## src/rtl/pes_cla_pipe_adder.sv

```systemverilog
`default_nettype none
// ============================================================================
// Module      : pes_cla_pipe_adder
// Description : Two-stage pipelined two-level carry-lookahead adder/subtractor
//               with valid/ready handshaking on both sides. Stage 1 forms the
//               per-bit and per-4-bit-group propagate/generate terms. Stage 2
//               resolves the group carries by a second lookahead level and
//               produces the sum, carry-out, word P/G and signed overflow.
// Revision    : 1.0 - initial release
// ============================================================================
module pes_cla_pipe_adder #(
  parameter int WIDTH = 16,
  parameter int BLK   = 4
) (
  input  logic             clk,
  input  logic             rst_n,
  input  logic             in_valid,
  output logic             in_ready,
  input  logic [WIDTH-1:0] A,
  input  logic [WIDTH-1:0] B,
  input  logic             Cin,
  input  logic             sub,
  output logic             out_valid,
  input  logic             out_ready,
  output logic [WIDTH-1:0] S,
  output logic             Cout,
  output logic             PG,
  output logic             GG,
  output logic             OVF
);

  localparam int NGRP = WIDTH / BLK;

  // Elaboration-time guard on the legal parameter space.
  if ((BLK != 4) || (WIDTH < 4) || ((WIDTH % BLK) != 0)) begin : g_param_check
    $error("pes_cla_pipe_adder: WIDTH must be a multiple of 4 (>= 4) and BLK must be 4");
  end

  // Flattened lookahead carry into position n:
  //   c[n] = OR_{j<n} ( gen[j] & AND_{j<m<n} prop[m] )  |  ( AND_{m<n} prop[m] & cin )
  // Every term is an independent product, so no carry ripples between positions.
  function automatic logic f_carry(
    input logic [WIDTH-1:0] gen,
    input logic [WIDTH-1:0] prop,
    input logic             cin,
    input int               n
  );
    logic c;
    logic run;
    c = 1'b0;
    for (int j = 0; j < WIDTH; j++) begin
      if (j < n) begin
        run = gen[j];
        for (int m = 0; m < WIDTH; m++) begin
          if ((m > j) && (m < n)) run = run & prop[m];
        end
        c = c | run;
      end
    end
    run = cin;
    for (int m = 0; m < WIDTH; m++) begin
      if (m < n) run = run & prop[m];
    end
    return c | run;
  endfunction

  // --------------------------------------------------------------------------
  // Handshake control
  // --------------------------------------------------------------------------
  logic s1_valid_q;
  logic out_valid_q;
  logic ld1;
  logic ld2;

  // Stage 2 may load whenever its content is absent or being consumed; stage 1
  // may load whenever it is empty or draining into stage 2 (bubble collapse).
  assign ld2      = !out_valid_q || out_ready;
  assign ld1      = !s1_valid_q || ld2;
  assign in_ready = ld1;

  // --------------------------------------------------------------------------
  // Stage 1 combinational: effective operands, bit and group P/G
  // --------------------------------------------------------------------------
  logic [WIDTH-1:0] be_d;
  logic             ce_d;
  logic [WIDTH-1:0] p_d;
  logic [WIDTH-1:0] g_d;
  logic [NGRP-1:0]  grp_p_d;
  logic [NGRP-1:0]  grp_g_d;

  // Subtraction is A + ~B + ~Cin, i.e. A - B - Cin in two's complement.
  assign be_d = sub ? ~B : B;
  assign ce_d = sub ? ~Cin : Cin;
  assign p_d  = A ^ be_d;
  assign g_d  = A & be_d;

  for (genvar k = 0; k < NGRP; k++) begin : g_grp_pg
    assign grp_p_d[k] = &p_d[k*BLK +: BLK];
    assign grp_g_d[k] = f_carry(g_d >> (k*BLK), p_d >> (k*BLK), 1'b0, BLK);
  end

  // --------------------------------------------------------------------------
  // Stage 1 registers. Operand A itself is not kept: p and g hold everything
  // stage 2 needs to form the sum and carries.
  // --------------------------------------------------------------------------
  logic [WIDTH-1:0] p_q;
  logic [WIDTH-1:0] g_q;
  logic [NGRP-1:0]  grp_p_q;
  logic [NGRP-1:0]  grp_g_q;
  logic             ce_q;

  // Capture the lookahead terms of an accepted operand set; track occupancy.
  always_ff @(posedge clk or negedge rst_n) begin
    if (!rst_n) begin
      s1_valid_q <= 1'b0;
      p_q        <= '0;
      g_q        <= '0;
      grp_p_q    <= '0;
      grp_g_q    <= '0;
      ce_q       <= 1'b0;
    end else if (ld1) begin
      s1_valid_q <= in_valid;
      if (in_valid) begin
        p_q     <= p_d;
        g_q     <= g_d;
        grp_p_q <= grp_p_d;
        grp_g_q <= grp_g_d;
        ce_q    <= ce_d;
      end
    end
  end

  // --------------------------------------------------------------------------
  // Stage 2 combinational: second lookahead level and result formation
  // --------------------------------------------------------------------------
  logic [WIDTH-1:0] grp_g_pad;
  logic [WIDTH-1:0] grp_p_pad;
  logic [NGRP-1:0]  grp_c;
  logic [WIDTH-1:0] c_bit;
  logic [WIDTH-1:0] s_d;
  logic             pg_d;
  logic             gg_d;
  logic             cout_d;
  logic             ovf_d;

  assign grp_g_pad = {{(WIDTH-NGRP){1'b0}}, grp_g_q};
  assign grp_p_pad = {{(WIDTH-NGRP){1'b0}}, grp_p_q};

  // Carry into each 4-bit group, resolved directly from the group terms.
  for (genvar k = 0; k < NGRP; k++) begin : g_grp_carry
    assign grp_c[k] = f_carry(grp_g_pad, grp_p_pad, ce_q, k);
  end

  // Carry into each bit from its group carry-in, then sum bit.
  for (genvar i = 0; i < WIDTH; i++) begin : g_bit_sum
    localparam int K = i / BLK;
    localparam int O = i % BLK;
    assign c_bit[i] = f_carry(g_q >> (K*BLK), p_q >> (K*BLK), grp_c[K], O);
    assign s_d[i]   = p_q[i] ^ c_bit[i];
  end

  assign pg_d   = &p_q;
  assign gg_d   = f_carry(grp_g_pad, grp_p_pad, 1'b0, NGRP);
  assign cout_d = gg_d | (pg_d & ce_q);
  assign ovf_d  = c_bit[WIDTH-1] ^ cout_d;

  // --------------------------------------------------------------------------
  // Stage 2 registers (outputs)
  // --------------------------------------------------------------------------
  logic [WIDTH-1:0] s_q;
  logic             cout_q;
  logic             pg_q;
  logic             gg_q;
  logic             ovf_q;

  // Load results when the output slot frees up; hold them steady under stall.
  always_ff @(posedge clk or negedge rst_n) begin
    if (!rst_n) begin
      out_valid_q <= 1'b0;
      s_q         <= '0;
      cout_q      <= 1'b0;
      pg_q        <= 1'b0;
      gg_q        <= 1'b0;
      ovf_q       <= 1'b0;
    end else if (ld2) begin
      out_valid_q <= s1_valid_q;
      if (s1_valid_q) begin
        s_q    <= s_d;
        cout_q <= cout_d;
        pg_q   <= pg_d;
        gg_q   <= gg_d;
        ovf_q  <= ovf_d;
      end
    end
  end

  assign out_valid = out_valid_q;
  assign S         = s_q;
  assign Cout      = cout_q;
  assign PG        = pg_q;
  assign GG        = gg_q;
  assign OVF       = ovf_q;

endmodule
`default_nettype wire

```

## config.mk

```make
export PLATFORM = sky130hd
export DESIGN_NAME = pes_cla_pipe_adder
export DESIGN_NICKNAME = d
export VERILOG_FILES = /design/src/rtl/pes_cla_pipe_adder.sv
export SDC_FILE = /design/constraint.sdc
export NUM_CORES = 1
export LEC_CHECK = 0
export ABC_AREA = 1
export ABC_CLOCK_PERIOD_IN_PS = 2050
export CAP_MARGIN = 20
export CORE_MARGIN = 1.5
export CORE_UTILIZATION = 52
export CTS_BUF_LIST = sky130_fd_sc_hd__clkbuf_16
export CTS_CLUSTER_SIZE = 24
export DETAILED_ROUTE_END_ITERATION = 8
export PLACE_DENSITY_LB_ADDON = 0.05
export SLEW_MARGIN = 25
export SYNTH_ARGS = -nofsm -noshare
export SYNTH_HDL_FRONTEND = slang
export SYNTH_SLANG_ARGS = --single-unit
export TNS_END_PERCENT = 1
```

## constraint.sdc

```tcl
create_clock -name clk -period 2.05 [get_ports clk]
set_clock_uncertainty 0.15 [all_clocks]
set_input_delay 0.615 -clock clk [delete_from_list [all_inputs] [get_ports clk]]
set_output_delay 0.615 -clock clk [all_outputs]
set_load 0.01 [all_outputs]
```

After elaboration in Yosys (flattened, before gate mapping)
Cells that the tools add are included.
{"block": "totals", "input_bits": 38, "regBits": 62, "word_cells": 150, "output_inout_bits": 22}
{"block": "op_classes", "n_bitwise": 125, "muxes": 2, "n_reduce_logical": 11}
{"cell": "$and A1 B1 Y1", "count": 58}
{"cell": "$or A1 B1 Y1", "count": 46}
{"cell": "$xor A1 B1 Y1", "count": 17}
{"cell": "$and A16 B16 Y16", "count": 1}
{"cell": "$mux W16", "count": 1}
{"cell": "$not A16 Y16", "count": 1}
{"cell": "$reduce_and A16 Y1", "count": 1}
{"cell": "$reduce_and A4 Y1", "count": 4}
{"cell": "$xor A16 B16 Y16", "count": 1}
{"cell": "$reduce_and A2 Y1", "count": 2}
{"cell": "$logic_not A1 Y1", "count": 2}
{"cell": "$logic_or A1 B1 Y1", "count": 2}
{"cell": "$mux W1", "count": 1}
{"cell": "$not A1 Y1", "count": 1}

Logic depth before layout (Yosys ltp)
{"block": "depth", "depth_word": 10, "mapped_depth": 11, "depth_no_buf": 11}

Worst setup path after synthesis
OpenSTA, ideal clock, no wires.
{"block": "synth_path", "kind": "input -> register", "startpoint": "input sub", "endpoint": "register grp_g_q[2]", "path_stages": 10, "path_slack_ps": -105, "arrival_time_ps": 1878, "setup_ps": 128, "n_path_buf": 2, "t_required_ps": 1772, "cell_sequence": "buf_2 buf_4 xor2_1 ha_1 nand2_1 inv_1 o21ai_0 nand2_1 a21oi_1 o21ai_0"}
{"block": "synth_via", "elab_chain_cells": 8, "word_cells_on_any_way": 12, "classes_between": "mux: 1; bitwise: 11"}
{"item": "from (decl)", "line": "22", "text": "input logic sub,"}
{"item": "$mux W16", "line": "92", "text": "assign be_d = sub ? ~B : B;"}
{"item": "$xor A16 B16 Y16", "line": "94", "text": "assign p_d = A ^ be_d;"}
{"item": "net p_d[9]", "line": "86", "text": "logic [WIDTH-1:0] p_d;"}
{"item": "$and A1 B1 Y1 (3 in a row)", "line": "55", "text": "if ((m > j) && (m < n)) run = run & prop[m];"}
{"item": "$or A1 B1 Y1 (3 in a row)", "line": "57", "text": "c = c | run;"}
{"item": "to (signal assigned)", "line": "127", "text": "grp_g_q <= grp_g_d;"}
{"item": "to (decl)", "line": "109", "text": "logic [NGRP-1:0] grp_g_q;"}
The timed path passes the listed nets, and every way through them passes these cells.
A chain may end at the register's enable or synchronous reset.

Worst setup path after layout
{"block": "layout_path", "startpoint": "register out_valid_q, in the netlist out_valid", "endpoint": "output out_valid"}
{"item": "from (decl)", "line": "71", "text": "logic out_valid_q;"}
{"item": "from (signal assigned)", "line": "186", "text": "out_valid_q <= s1_valid_q;"}
{"item": "to (decl)", "line": "23", "text": "output logic out_valid,"}
No word-level cell between the ends.

==> impl_metrics.yaml <==
clocking:
  cts_inserted_buffers: 9
  cts.root.buffer_cell: "sky130_fd_sc_hd__clkbuf_16"
  ctsLongestPathBuffers: 2
  worst_setup_hold_path_clk_slew_ps: 50
  h-tree-depth: 3
  worstSkewPairLatency_ps: 320
  ctsHoldBuffers: 0
  cts_num_sinks: 59
  postCtsSetupRepairBufs: 0
  cts_tree: "done"
global_route:
  antenna_found_initial: 0
  gr-total-overflow: 0
  largest_net_degree_at_the_start_of_global_routing: 60
  gr-usage-all-layers_pct: 22.7
  grt_pass1_wl_mm: 11.0
  grt_pass1_vias: 2459
placed_design:
  place.detailed.hpwl_mm: 4.75
  place_congestion: 0.761
  place.port_buffers: 59
floorplanning:
  rows: 27
  die_boundary_height_um: 79.8
  initial_core_utilization_pct: 54.6
  die_area_um2: 6360
  die_w_um: 79.8
  boundaryPins: 60
  core_um2: 5610
worst_setup_path:
  critical-path-max-stage-delay_ps: 540
  worstPathCellList: "clkdlybuf4s50_1"
  timing.critical_path.from_type: "flop"
  critical_path.max_fanout: 3
  critPathCaptureType: "output pin"
  critPathRequiredTime_ps: 1280
  worstPathBufferInverterCount: 1
  critPathSlowestCell: "sky130_fd_sc_hd__clkdlybuf4s50_1"
  path_delay_family: "buffers and inverters"
  crit_start: "out_valid"
  critical_path.reg2reg.startpoint: "grp_p_q[1]"
  timing.critical_path.arrival_ps: 1220
  worstSetupPathType: "flop to output pin"
cells_and_area:
  num_antenna_cells: 0
  mostFrequentLayoutCells: "156 x sky130_fd_sc_hd__nand2_1, 59 x sky130_fd_sc_hd__dfrtp_1, 54 x sky130_fd_sc_hd__clkdlybuf4s50_1"
  drive_above_1_share_pct: 9.76
  design.final.nets: 504
  nFillCells: 448
  synthToLayoutAreaGrowth_pct: 34.3
  layout.cells.most_common: "sky130_fd_sc_hd__nand2_1"
  finalCoreUtilization_pct: 73.4
timing:
  slew_at_the_pin_closest_to_its_max_slew_limit_ps: 355
  min_period_over_period_pct: 96.9
  report.final.hold_viol_count: 0
  maximum_frequency_from_static_timing_analysis_ghz: 0.503
  post-route-min-period_ps: 1990
  timing.final.setup_violations: 0
  total_neg_setup_slack_ps: 0
  holdWs_ps: 134
  rsz0062_at_grt: "false"
  maxSlewViolCount: 0
  relSlewSlack_pct: 76.2
job:
  max_cap_violations: 0
drt:
  wire_per_inst_um: 12.3
  drt-total-wl_mm: 6.45
  vias: 2591
  drt.antenna.violating_nets: 0
  drc_errors: 0
  first_iter_violations: 143
  via_to_cell_ratio: 4.95
  drt_pre_antenna_iters: 5
logic_synthesis:
  syn_nets: 425
  synth_area_per_inst_um2: 8.35
  count_of_synthesis_stage_warnings_from_yosys: 0
  synthDistinctLibCells: 25
  synthesized_cell_area_um2: 3060
  synth_cells: 367
  yosysSeqAreaShare_pct: 48.2
  synth.ff_latch_count: 59
run_status:
  run_status: "finished, final reports clean"
power_and_ir_drop:
  p_leak_nw: 2.11
  worst_vdd_ir_mv: 0.579
  power.density_nw_per_um2: 1030
min_path:
  worst_hold_path_type: "input port to asynchronous set/reset pin"
state kept, by name (all words and copies together), names as in the netlist:
signal,cells
Cout,1
GG,1
OVF,1
PG,1
S,16
ce_q,1
g_q,12
grp_g_q,4
grp_p_q,4
out_valid,1
p_q,16
s1_valid_q,1
timing repair:
| action | in CTS | in global routing |
|---|---|---|
| pin swaps | 0 | 6 |
| setup endpoints to repair | 6 | 3 |
| gates resized for setup | 8 | 5 |
area by class of cell:
cell class / count / area [um2] / area share, %
tap: 72 / 90.1 / 2.19
timing repair buffer: 81 / 790 / 19.2
clock inverter: 7 / 27.5 / 0.669
sequential: 59 / 1480 / 35.9
multi-input combinational: 274 / 1430 / 34.7
clock buffer: 9 / 225 / 5.47
inverter: 21 / 78.8 / 1.92
worst register-to-register path, stage by stage (launching register included):
cell                      delay [ps]
sky130_fd_sc_hd__dfrtp_1         410
sky130_fd_sc_hd__nand3_1         120
sky130_fd_sc_hd__nand3_2          90
sky130_fd_sc_hd__a21o_1          190
sky130_fd_sc_hd__ha_1            220
sky130_fd_sc_hd__o21ai_2         130
sky130_fd_sc_hd__nand2_1          80
sky130_fd_sc_hd__nand2_1          90
sky130_fd_sc_hd__nand2_2          60
sky130_fd_sc_hd__xor2_1          140
sky130_fd_sc_hd__nand2_1          60
sky130_fd_sc_hd__nand2_1          40
worst paths after layout:
check / to / slack, ps / cells after the start
worst max-delay path: out_valid / 60 / 1
worst min-delay path: S[0] / 130 / 2
worst max register to register: S[15] / 160 / 11
worst min register to register: S[11] / 330 / 2
max in group asynchronous: g_q[1] / 1350 / 2
min in group clk: S[11] / 330 / 2
logic make-up after synthesis:
kind of cell | after synthesis | share of synthesized area, %
compound gates | 42 | 7.27
xor+xnor | 21 | 6.01
fa+ha+maj | 20 | 8.17
buf+inv | 34 | 5.64
flops | 59 | 48.2
simple gates | 191 | 24.7
routing by layer:
| layer | vias up | wire length (um) | track usage, % |
|---|---|---|---|
| li1 | 1333 | - | - |
| met1 | 1179 | 3230 | 32.7 |
| met2 | 75 | 2810 | 33.5 |
| met3 | 4 | 366 | 5.03 |
| met4 | 0 | 42 | 8.79 |
| met5 | - | 0 | 0 |
report_power, final:
group | internal, mW | total [mW] | leakage [nW] | switching (mW)
combinational | 0.696 | 1.34 | 1.24 | 0.639
sequential | 1.46 | 1.66 | 0.738 | 0.201
clock | 0.784 | 1.24 | 0.132 | 0.456
cells in the mapped netlist, drive strengths merged:
library cell / instances / area, um2
clkbuf: 2 / 27.5
a21oi: 5 / 25.0
o221ai: 1 / 8.76
xor2: 20 / 175
ha: 20 / 250
o21ai: 32 / 160
nor3: 4 / 20.0
xnor2: 1 / 8.76
dfrtp: 59 / 1480
o211ai: 1 / 7.51
a31oi: 1 / 6.26
nand3: 12 / 65.1
nand4: 2 / 12.5
nor2: 14 / 55.1
inv: 21 / 78.8
a21o: 2 / 15.0
nand2: 159 / 604
buf: 11 / 66.3
stage by stage:
stage	cells	setup slack [ps]	instance area [um2]	power, mW
floorplan	367	10.8	3080	2.33
global placement	507	-415	3850	2.96
detailed placement	507	-435	3850	3.00
CTS	523	50.5	4100	4.27
global route	523	13.5	4110	4.51
finish	523	63.9	4110	4.24
(Power assumes the default switching activity.)
